**src/rtl/data_sender.sv**
```systemverilog
// Word-to-byte serialiser for a byte-oriented transmitter: offers one byte of a
// captured word at a time, LSB byte first, advancing on each transmission_done.
module data_sender #(
  parameter int NUM_BYTES = 5
) (
  input  logic                   clk,
  input  logic                   rst,
  input  logic [8*NUM_BYTES-1:0] dataIn,
  input  logic                   transmission_started,
  input  logic                   transmission_done,
  output logic [7:0]             dataOut,
  output logic                   all_bytes_sent
);

  localparam int IW = (NUM_BYTES > 1) ? $clog2(NUM_BYTES) : 1;
  localparam logic [IW-1:0] LAST = IW'(NUM_BYTES - 1);

  typedef enum logic {
    IDLE,
    SENDING
  } state_t;

  state_t                 state, state_n;
  logic [8*NUM_BYTES-1:0] shadow, shadow_n;
  logic [IW-1:0]          idx, idx_n;
  logic                   sent_n;

  always_ff @(posedge clk) begin
    if (rst) begin
      state          <= IDLE;
      shadow         <= '0;
      idx            <= '0;
      all_bytes_sent <= 1'b0;
    end else begin
      state          <= state_n;
      shadow         <= shadow_n;
      idx            <= idx_n;
      all_bytes_sent <= sent_n;
    end
  end

  always_comb begin
    state_n  = state;
    shadow_n = shadow;
    idx_n    = idx;
    sent_n   = 1'b0;
    case (state)
      IDLE: begin
        // Track dataIn continuously so the first byte is ready when TX starts.
        shadow_n = dataIn;
        idx_n    = '0;
        if (transmission_started) state_n = SENDING;
      end
      SENDING: begin
        if (transmission_done) begin
          if (idx == LAST) begin
            // Preload the next word and keep streaming without a new start.
            shadow_n = dataIn;
            idx_n    = '0;
            sent_n   = 1'b1;
          end else begin
            idx_n = idx + IW'(1);
          end
        end
      end
      default: state_n = IDLE;
    endcase
  end

  assign dataOut = shadow[8*idx +: 8];

endmodule

```
**config.mk**
```make
export PLATFORM = sky130hd
export DESIGN_NAME = data_sender
export DESIGN_NICKNAME = d
export VERILOG_FILES = /design/src/rtl/data_sender.sv
export SDC_FILE = /design/constraint.sdc
export NUM_CORES = 1
export LEC_CHECK = 0
export CAP_MARGIN = 20
export CORE_ASPECT_RATIO = 1.5
export CORE_MARGIN = 3
export CORE_UTILIZATION = 35
export CTS_CLUSTER_SIZE = 40
export DETAILED_ROUTE_END_ITERATION = 16
export HOLD_SLACK_MARGIN = 0.06
export SKIP_CTS_REPAIR_TIMING = 1
export SLEW_MARGIN = 25
export SYNTH_ARGS = -nofsm -noshare
export SYNTH_HDL_FRONTEND = slang
export SYNTH_SLANG_ARGS = --single-unit
```
**constraint.sdc**
```tcl
create_clock -name clk -period 2.8 [get_ports clk]
set_clock_uncertainty 0.2 [all_clocks]
set_input_delay 0.84 -clock clk [delete_from_list [all_inputs] [get_ports clk]]
set_output_delay 0.84 -clock clk [all_outputs]
set_load 0.02 [all_outputs]
```
Word level (Yosys, flattened, before mapping) --
Cells that the tools add are included.
Operators by class: bitwise operators 2, multiplexer cells 9, reduce and logical (&&, ||, !) cells 2, $add $sub $neg 1, equality and inequality tests 3, shift-type cells 1
Operators with widths (number):
- 40-bit 2-to-1 mux | 2
- 40-bit case mux with 2 select lines | 1
- 40-bit by 7-bit indexed part select with 8-bit output | 1
- 3-bit 2-to-1 mux | 2
- 3-bit case mux with 2 select lines | 1
- 3-bit by 1-bit adder with 3-bit output (second input constant) | 1
- 3-bit equality test (second input constant) | 1
- 1-bit 2-to-1 mux | 3
- 3-bit OR reduction | 1
- 2-bit by 1-bit inequality test with 1-bit output (second input constant) | 1
- 2-bit inequality test (second input constant) | 1
- 1-bit NOT | 2
- 2-bit AND reduction | 1
Storage, ports and cells: output and inout bits 9, input bits 44, logic and storage cells 22, register bits 45

Longest topological paths before layout --
word-level depth 4, mapped depth 8

Worst setup path after synthesis --
Ideal clock, no wire load.
path type register to output, start point register idx[0], end point output dataOut[5], setup slack 658 ps, path buffers 2, data arrival time 1102 ps, cell stages (with the launch flop) 6, cell sequence dfxtp_1 buf_4 buf_6 mux2i_1 o21ai_1 o21a_1
On the way: cells in the longest elaborated chain, start to end 1
RTL lines:
- start, declared | line 25 | logic [IW-1:0] idx, idx_n;
- start signal, assigned | line 37 | idx <= idx_n;
- 40-bit by 7-bit indexed part select with 8-bit output | line 70 | assign dataOut = shadow[8*idx +: 8];
- end, declared | line 11 | output logic [7:0] dataOut,
No other way between the ends.

Final worst setup path --
start point register idx[0], end point output dataOut[1]
The elaborated chain is that of the path after synthesis.

==> impl_metrics.py <==
metrics = {
    "outcome": {
        "status": "finished, final reports clean",
    },
    "route": {
        "routed_wl_mm": 5.94,
        "wl_per_cell_um": 15.5,
        "drt_iter0_markers": 95,
        "postRouteAntennaNets": 0,
        "vias": 2019,
        "detail_route.vias_per_cell": 5.26,
        "drc": 0,
        "firstDrtPassIters": 4,
    },
    "flow_run": {
        "maxCapViolCount": 0,
    },
    "die": {
        "core_um2": 6900,
        "fp-row-count": 37,
        "die-height_um": 109,
        "io_pins": 53,
        "dieArea_um2": 8180,
        "die_width_um": 74.9,
        "start_util_pct": 36.1,
    },
    "global_routing": {
        "antenna_found_initial": 0,
        "grt.total_usage_pct": 15.1,
        "gr-total-overflow": 0,
        "grt_pass1_wl_mm": 9.52,
        "grt_max_degree": 46,
        "grt_pass1_vias": 1930,
    },
    "timing": {
        "maxSlewViolCount": 0,
        "final-hold-violation-count": 0,
        "setup_slack_ps": 185,
        "relSlewSlack_pct": 71.0,
        "setup-violations-final": 0,
        "min_period_over_period_pct": 93.4,
        "grt_setup_unrepaired": "no",
        "hold_ws_ps": 308,
        "fmax_ghz": 0.382,
        "tightest_slew_ps": 434,
        "timing.final.crit_period_ps": 2620,
    },
    "critical_path": {
        "required_ps": 1760,
        "r2r-start": "idx[1]",
        "cp_slowest_stage_delay_ps": 370,
        "crit_family": "buffers and inverters",
        "crit_path_start_kind": "register",
        "arrival_ps": 1580,
        "crit_fanout": 14,
        "critPathBufInv": 2,
        "setup.worst_path.end_class": "output port",
        "slowest_stage": "dfxtp_1",
        "crit_type": "register to output port",
        "crit_path_cell_trace": "buf_6, mux2i_1, o22ai_1, o21a_1, dlymetal6s2s_1",
        "startpoint": "idx[0]",
    },
    "synthesis": {
        "synth_cells": 264,
        "synth_cell_types": 23,
        "avgSynthCellArea_um2": 9.43,
        "synth_common_cells": "45 x dfxtp_1, 43 x nand2b_1, 40 x nand4b_1, 40 x o21ai_2, 17 x clkbuf_1",
        "yosysMostFrequentCell": "dfxtp_1",
        "ys_seq_area_share_pct": 36.2,
        "synthArstFlopShare_pct": 0,
        "synth_seq_cells": 45,
        "yosysWarnings": 0,
        "syn_nets": 310,
        "synth_edf_count": 0,
        "syn-cell-area_um2": 2490,
        "synth.area.top_cells": "dfxtp_1 36%, nand4b_1 14%, o21ai_2 14%",
        "synth_flop_cell": "dfxtp_1",
        "synth_top_area_share_pct": 36.2,
        "yosys.area.top_type": "dfxtp_1",
    },
    "pwr": {
        "power_mw": 1.56,
        "p_leak_nw": 1.22,
        "vdd_drop_max_v": 0.000221,
        "powerDensity_nw_per_um2": 480,
    },
    "placed_design": {
        "postPlaceCellArea_um2": 3080,
        "dp_hpwl_mm": 4.21,
        "place_ws_ps": 197,
        "port_buffers": 52,
        "gp_congestion": 0.760,
    },
    "hold_path": {
        "hold_start": "shadow[28]",
        "hold_class": "register to register",
    },
    "finish": {
        "fin_nets": 351,
        "final_area_um2": 3240,
        "n_antenna_cell": 0,
        "drive_above_1_share_pct": 20.9,
        "area_growth_pct": 30.3,
        "final_util_pct": 47.0,
    },
    "clock_tree": {
        "clock_latency_ps": 290,
        "cts_buffers": 5,
        "cts_sinks": 45,
        "clk_pin_slew_ps": 90,
        "cts-root-buf": "clkbuf_8",
        "cts_buffer_depth": 2,
        "htree_levels": 2,
        "cts_tree": "built",
    },
}
[metrics by stage]
step | std cells | setup TNS [ps]
4_1_cts | 384 | -1030
5_1_grt | 384 | 0
3_5_place_dp | 376 | 0
3_3_place_gp | 376 | 0
6_report | 384 | 0
2_1_floorplan | 264 | 0
[cell type report]
class                           instances  area, um^2
Tap cell                               78        97.6
Clock buffer                            5        68.8
Multi-Input combinational cell        187        1420
Clock inverter                          3        65.1
Sequential cell                        45         902
Fill cell                             667        3650
Inverter                                2        7.51
Timing Repair Buffer                   64         683
[report_power, final]
group          internal [mW]  leakage [nW]  switching, mW
logic                  0.152         0.776          0.120
clock network          0.355        0.0681          0.223
registers              0.682         0.373         0.0266
[final timing paths]
| check | to | slack (ps) | cells after the start |
|---|---|---|---|
| worst max-delay path | dataOut[1] | 180 | 5 |
| worst min-delay path | shadow[28] | 310 | 2 |
| worst max register to register | shadow[31] | 870 | 7 |
| worst min register to register | shadow[28] | 310 | 2 |
[kinds of logic (layout without fill, tap and decap cells)]
group / Yosys count / in the layout / share of synthesized area [%]
adder cells (fa/ha/maj): 2 / 2 / 1.00
buffers and inverters: 32 / 74 / 6.78
flip-flops: 45 / 45 / 36.2
AND/OR/NAND/NOR: 101 / 101 / 28.9
AO/OA/AOI/OAI: 68 / 68 / 20.7
multiplexers: 16 / 16 / 6.43
[metal layers]
layer	wire length (um)	vias to the layer above	GRT usage (%)
met5	0	-	0
met4	63	0	4.20
met3	254	4	2.38
met2	3080	49	25.7
met1	2550	931	19.4
li1	-	1035	-
[placed cells by master (no fill, tap or decap), types with 4 or more instances in the layout]
cell              n
buf_12            4
buf_4             6
clkbuf_8          5
clkdlybuf4s50_1  43
dfxtp_1          44
dlymetal6s2s_1    8
mux2i_1          16
nand2_1           6
nand2b_1         43
nand3b_1          5
nand4b_1         40
o21a_1            8
o21ai_1          10
o21ai_2          40
o22ai_1           4
[worst min-delay path, stage by stage (launching register included)]
cell	delay (ps)
dfxtp_1	320
nand4b_1	110
o21ai_2	50
[flip-flops by register name, summed over array words and instances, names as in the netlist]
| name | count |
|---|---|
| all_bytes_sent | 1 |
| state | 1 |
| idx | 3 |
| shadow | 40 |
No activity file was read; power rests on OpenSTA's default activity.
